[config.mk]
export PLATFORM = sky130hd
export DESIGN_NAME = stopwatch_ctrl_flat
export DESIGN_NICKNAME = d
export VERILOG_FILES = /design/src/rtl/stopwatch_ctrl_if.sv /design/src/rtl/stopwatch_ctrl.sv /design/src/flat_wrapper.sv
export SDC_FILE = /design/constraint.sdc
export NUM_CORES = 1
export LEC_CHECK = 0
export ABC_AREA = 1
export BUFFER_PORTS_ARGS = -buffer_cell sky130_fd_sc_hd__buf_4
export CELL_PAD_IN_SITES_DETAIL_PLACEMENT = 1
export CELL_PAD_IN_SITES_GLOBAL_PLACEMENT = 2
export CORE_ASPECT_RATIO = 0.7
export CORE_MARGIN = 8
export CORE_UTILIZATION = 29
export DETAILED_ROUTE_END_ITERATION = 12
export PLACE_DENSITY = 0.87
export SETUP_SLACK_MARGIN = 0.3
export SLEW_MARGIN = 30
export SYNTH_ARGS = -nofsm -noshare
export SYNTH_HDL_FRONTEND = slang
export SYNTH_SLANG_ARGS = --single-unit
[constraint.sdc]
create_clock -name clk -period 2.08 [get_ports clk]
set_clock_uncertainty 0.05 [all_clocks]
set_input_delay 0.312 -clock clk [delete_from_list [all_inputs] [get_ports clk]]
set_output_delay 0.312 -clock clk [all_outputs]
set_load 0.02 [all_outputs]
[src/rtl/stopwatch_ctrl_if.sv]
// Control and readout bundle for stopwatch_ctrl: command pulses in, registered
// count, lap and status outputs back.
interface stopwatch_ctrl_if #(
   parameter int unsigned W = 16
);
   logic         start;
   logic         stop;
   logic         clear;
   logic         lap;
   logic [W-1:0] count;
   logic [W-1:0] lap_count;
   logic         lap_valid;
   logic         running;
   logic         done;
   logic         tick;
   logic         wrap;

   modport master (
      output start, stop, clear, lap,
      input  count, lap_count, lap_valid, running, done, tick, wrap
   );

   modport slave (
      input  start, stop, clear, lap,
      output count, lap_count, lap_valid, running, done, tick, wrap
   );
endinterface

[src/rtl/stopwatch_ctrl.sv]
// Run/pause/stop controller with a prescaled event counter, lap capture and
// terminal-count handling (saturate into DONE or roll over).
module stopwatch_ctrl #(
   parameter int unsigned W         = 16,
   parameter int unsigned PRESCALE  = 1,
   parameter int unsigned MAX_COUNT = 2**16 - 1,
   parameter bit          WRAP      = 1'b0
) (
   input logic             clk,
   input logic             rst,
   stopwatch_ctrl_if.slave bus
);

   localparam int unsigned    PW       = (PRESCALE > 1) ? $clog2(PRESCALE) : 1;
   localparam logic [PW-1:0]  PRE_LAST = PW'(PRESCALE - 1);
   localparam logic [W-1:0]   MAX      = W'(MAX_COUNT);
   localparam logic [W-1:0]   ONE      = W'(1);

   typedef enum logic [1:0] {
      IDLE,
      RUN,
      PAUSE,
      DONE
   } state_t;

   state_t        state;
   logic [PW-1:0] presc;

   logic resume;
   logic terminal;
   logic at_max;
   logic last_inc;
   logic lap_ok;

   // stop outranks start, so a simultaneous pair never (re)starts the counter
   assign resume   = bus.start & ~bus.stop;
   assign terminal = (presc == PRE_LAST);
   assign at_max   = (bus.count == MAX);
   assign last_inc = (bus.count == MAX - ONE);
   assign lap_ok   = bus.lap & ((state == RUN) | (state == PAUSE));

   // NOTE: every register here uses <= so all updates see pre-edge values;
   // the lap capture below relies on that to record the pre-increment count.
   always_ff @(posedge clk) begin
      if (rst || bus.clear) begin
         state         <= IDLE;
         presc         <= '0;
         bus.count     <= '0;
         bus.lap_count <= '0;
         bus.lap_valid <= 1'b0;
         bus.running   <= 1'b0;
         bus.done      <= 1'b0;
         bus.tick      <= 1'b0;
         bus.wrap      <= 1'b0;
      end else begin
         bus.tick      <= 1'b0;
         bus.wrap      <= 1'b0;
         bus.lap_valid <= lap_ok;
         if (lap_ok) begin
            bus.lap_count <= bus.count;
         end

         unique case (state)
            IDLE, PAUSE: begin
               if (resume) begin
                  state       <= RUN;
                  bus.running <= 1'b1;
               end
            end

            RUN: begin
               if (bus.stop) begin
                  state       <= PAUSE;
                  bus.running <= 1'b0;
               end else if (!terminal) begin
                  presc <= presc + PW'(1);
               end else begin
                  presc <= '0;
                  if (!at_max) begin
                     bus.count <= bus.count + ONE;
                     bus.tick  <= 1'b1;
                     // Saturating mode: the edge that reaches MAX also parks the FSM.
                     if (!WRAP && last_inc) begin
                        state       <= DONE;
                        bus.running <= 1'b0;
                        bus.done    <= 1'b1;
                     end
                  end else if (WRAP) begin
                     bus.count <= '0;
                     bus.tick  <= 1'b1;
                     bus.wrap  <= 1'b1;
                  end else begin
                     state       <= DONE;
                     bus.running <= 1'b0;
                     bus.done    <= 1'b1;
                  end
               end
            end

            DONE: begin
               state <= DONE;
            end

            default: begin
               state       <= IDLE;
               bus.running <= 1'b0;
               bus.done    <= 1'b0;
            end
         endcase
      end
   end

endmodule

[src/flat_wrapper.sv]
// flat-port wrapper written by rule: the top's interface ports become plain ports
module stopwatch_ctrl_flat 
#(
   parameter int unsigned W         = 16,
   parameter int unsigned PRESCALE  = 1,
   parameter int unsigned MAX_COUNT = 2**16 - 1,
   parameter bit          WRAP      = 1'b0
)
  (clk, rst, bus_start, bus_stop, bus_clear, bus_lap, bus_count, bus_lap_count, bus_lap_valid, bus_running, bus_done, bus_tick, bus_wrap);
  stopwatch_ctrl_if #(.W(W)) bus_i ();
  input logic clk;
  input logic rst;
  input wire logic [$bits(bus_i.start)-1:0] bus_start;
  input wire logic [$bits(bus_i.stop)-1:0] bus_stop;
  input wire logic [$bits(bus_i.clear)-1:0] bus_clear;
  input wire logic [$bits(bus_i.lap)-1:0] bus_lap;
  output wire logic [$bits(bus_i.count)-1:0] bus_count;
  output wire logic [$bits(bus_i.lap_count)-1:0] bus_lap_count;
  output wire logic [$bits(bus_i.lap_valid)-1:0] bus_lap_valid;
  output wire logic [$bits(bus_i.running)-1:0] bus_running;
  output wire logic [$bits(bus_i.done)-1:0] bus_done;
  output wire logic [$bits(bus_i.tick)-1:0] bus_tick;
  output wire logic [$bits(bus_i.wrap)-1:0] bus_wrap;
  assign bus_i.start = bus_start;
  assign bus_i.stop = bus_stop;
  assign bus_i.clear = bus_clear;
  assign bus_i.lap = bus_lap;
  assign bus_count = bus_i.count;
  assign bus_lap_count = bus_i.lap_count;
  assign bus_lap_valid = bus_i.lap_valid;
  assign bus_running = bus_i.running;
  assign bus_done = bus_i.done;
  assign bus_tick = bus_i.tick;
  assign bus_wrap = bus_i.wrap;
  stopwatch_ctrl #(.W(W), .PRESCALE(PRESCALE), .MAX_COUNT(MAX_COUNT), .WRAP(WRAP)) u_core (.clk(clk), .rst(rst), .bus(bus_i));
endmodule
==> results.md <==
- Outcome: complete, no violations
- Slew Limit Fails: 0
- Final period util: roughly four fifths
- Clock share of power: 42.3%
- Vias: 1795
- Most common cell in the netlist: nand2_1
- Crit end category: flip-flop
- Yosys reg bits: 38
- Ys async rst share: 0%
- Maximum clock path buffer count: 2
- Vias in the first global route: between 1.5k and 2k
- Initial Util: 29.7%
- Synth unique cells: 25
- Max-Cap Viols: 0
- Mapped Area: 1840 µm²
- WS Path Type: reg2reg
- Antenna Nets Post-Route: 0
- I/O pins: 43
- Ant. Diodes: 0
- Final net count: around 320
- EDFF count, synth: 0
- Post-Layout Cell Count: between 300 and 400
- PortBufs: 41
- Clock-pin slew on the worst setup and hold paths: 80 ps
- Slew headroom: 51.0%
- CTS tree: built
- Setup WS pre-CTS: 97.1 ps
- Post-synthesis instance total: 258
- Syn Area/Cell: 7.12 µm²
- Maximum number of pins on one net before global-route repair: 28
- Hold Path Class: in2reg
- DRT iter0 DRCs: between 50 and 60
- Total gr overflow: 0
- Minimum clock period: roughly 1700 ps
- R2r startpoint: u_core.bus.count[1]
- First-pass GRT wire length: 9.13 mm
- Post-DR wirelength/cell: 14.9 µm
- # clock sinks: 38
- Top cells by count, synth: nand2_1, dfxtp_1, nor2_1
- Worst VDD drop: 277 µV
- Die H: 82.6 µm
- Worst EP required: ~2200 ps
- Syn Nets: 270
- P&R area growth vs syn: 32.1%
- Worst Hold Depth: 3
- Row cnt: 24
- Drt via density: 4.63
- Clock root buffer: clkbuf_8
- R2R Setup Slk: 410 ps
- Post-route setup TNS: 0 ps
- Seq/Total Area, Yosys: between 40 and 50%
- Switching share of power: 24.7%
- Tot GR Track Use: between 10% and 20%
- Cell Pwr Density: 626 nW/µm²
- Die width: 111 µm
- Largest area contributor in the synthesized netlist: dfxtp_1
- Capture point of the worst reg-to-reg path: u_core.bus.count[1]
- WL final: 5.76 mm
- Pre-antenna DRT Iters: 4
- Number of cells after detailed placement: ~380
- Layout cells sized above 1: between 20% and 30%
- Internal power: 0.00114 W
- Logic gate share of total power: 8.4%
- Reg2Reg Depth: 8
- Main area contributors after synthesis: dfxtp_1, nand2_1, nor2_1, a21oi_1, o21ai_0
- Cell area after layout: between 2000 and 2500 µm²
- CTS H-tree depth: 2
- Die ar.: 9180 µm²
- Final Power: 0.00152 W
- Post-synth top area share: 41.4%
- Critical path launch point type: flip-flop
- LEAKAGE: 0.955 nW
- RSZ-0062 raised after global routing: yes
- Yosys warning total: 0
- Fillers: between 800 and 900
- Final setup violation count: 0
- Final Hold Fails: 0
- Sequential power share: 49.4%
- Worst skew pair latency: ~290 ps
- Hpwl dp: around 4.3 mm
- Worst Tran Pin Value: ~730 ps
- DR DRC count: 0
- WP data arrival: 1790 ps
- WHS Endpoint: u_core.bus.lap_valid
- Core region area: 6190 µm²
- Max FO, Critical Path: 8
- Peak Freq: ~0.6 GHz
- CTS Buf Count: 5
- Initial antenna violation count: 0
- Worst setup margin: about 410 ps
- Routability Congestion: 0.746
- HP Start: bus_lap
- Net Switching: 0.000376 W
- Top FF cell, synth: dfxtp_1
- Placed instance area: between 2000 and 2500 µm²
-- critical path: stages, from the launching register on --
cell and delay, ps:
dfxtp_2 400, ha_2 240, clkinv_1 110, nor2_4 140, nand2_4 80, nor2_4 180
nor2_4 100, o21ai_0 180, a21oi_1 60
-- state kept, by name (all words and copies together) (netlist names) --
name                  cells
u_core.bus.lap_count     16
u_core.bus.tick           1
u_core.bus.running        1
u_core.bus.count         16
u_core.state              2
u_core.bus.lap_valid      1
u_core.bus.done           1
-- worst max path at each step --
stage                                    from                    to  slack, ps  cells after the start
after floorplan           u_core.bus.count[0]  u_core.bus.count[12]        320                      9
after global placement        u_core.state[1]   u_core.bus.count[7]        210                      8
after detailed placement      u_core.state[1]   u_core.bus.count[7]        100                      8
after CTS                 u_core.bus.count[0]   u_core.bus.count[1]        300                      8
after global routing      u_core.bus.count[0]   u_core.bus.count[1]        300                      8
final                     u_core.bus.count[1]   u_core.bus.count[1]        410                      8
-- per-stage QoR --
step                hold slack (ps)  utilization, %
finish                          283            39.2
global route                    330            39.2
CTS                             308            38.6
detailed placement              414            36.4
global placement                402            36.4
floorplan                       453               -
-- what timing repair did --
action,4_1_cts,5_1_grt
setup endpoints to repair,15,29
gates cloned,0,1
pin swaps,1,2
hold buffers,0,0
setup buffers,2,1
gates resized for setup,2,8
-- power groups by stage --
stage / Sequential, W / Combinational, W / Clock (W)
after floorplan: 0.000779 / 0.0000652 / 0
after global placement: 0.000766 / 0.000120 / 0
after detailed placement: 0.000767 / 0.000124 / 0
after CTS: 0.000750 / 0.000127 / 0.000661
after global routing: 0.000752 / 0.000144 / 0.000690
final: 0.000750 / 0.000127 / 0.000642
-- logic make-up (layout without fill, tap and decap cells) --
group / Yosys count / after routing / share of synthesized area (%)
flops: 38 / 38 / 41.4
fa+ha+maj: 6 / 6 / 4.09
simple gates: 120 / 121 / 27.3
xor+xnor: 6 / 6 / 2.86
buf+inv: 31 / 82 / 7.02
other cells: 1 / 1 / 0.204
compound gates: 56 / 56 / 17.1
-- cell usage in the layout, fill, tap and decap left out, types with 6 or more instances in the layout --
cell     netlist  routed
nor2_1        38      36
dfxtp_1       38      36
inv_1         21      21
o21ai_0       24      23
buf_4          1      51
a21oi_1       24      24
nand2_1       64      63
nand3_1        7       7
a21oi_2        6       6
-- metal layers --
metal	global-route usage [%]	vias to the layer above	wire length (µm)
met1	17.7	825	3090
met2	17.7	40	2290
met3	3.75	2	361
li1	-	928	-
met5	0	-	0
met4	3.18	0	20
-- final cells by class --
type | count | area (µm²) | area share (%)
timing repair buffer | 51 | 383 | 15.8
tap | 78 | 97.6 | 4.02
sequential | 38 | 763 | 31.5
multi-input combinational | 190 | 982 | 40.5
clock buffer | 5 | 68.8 | 2.84
clock inverter | 3 | 45.0 | 1.86
inverter | 23 | 86.3 | 3.56
(Power assumes the default switching activity.)
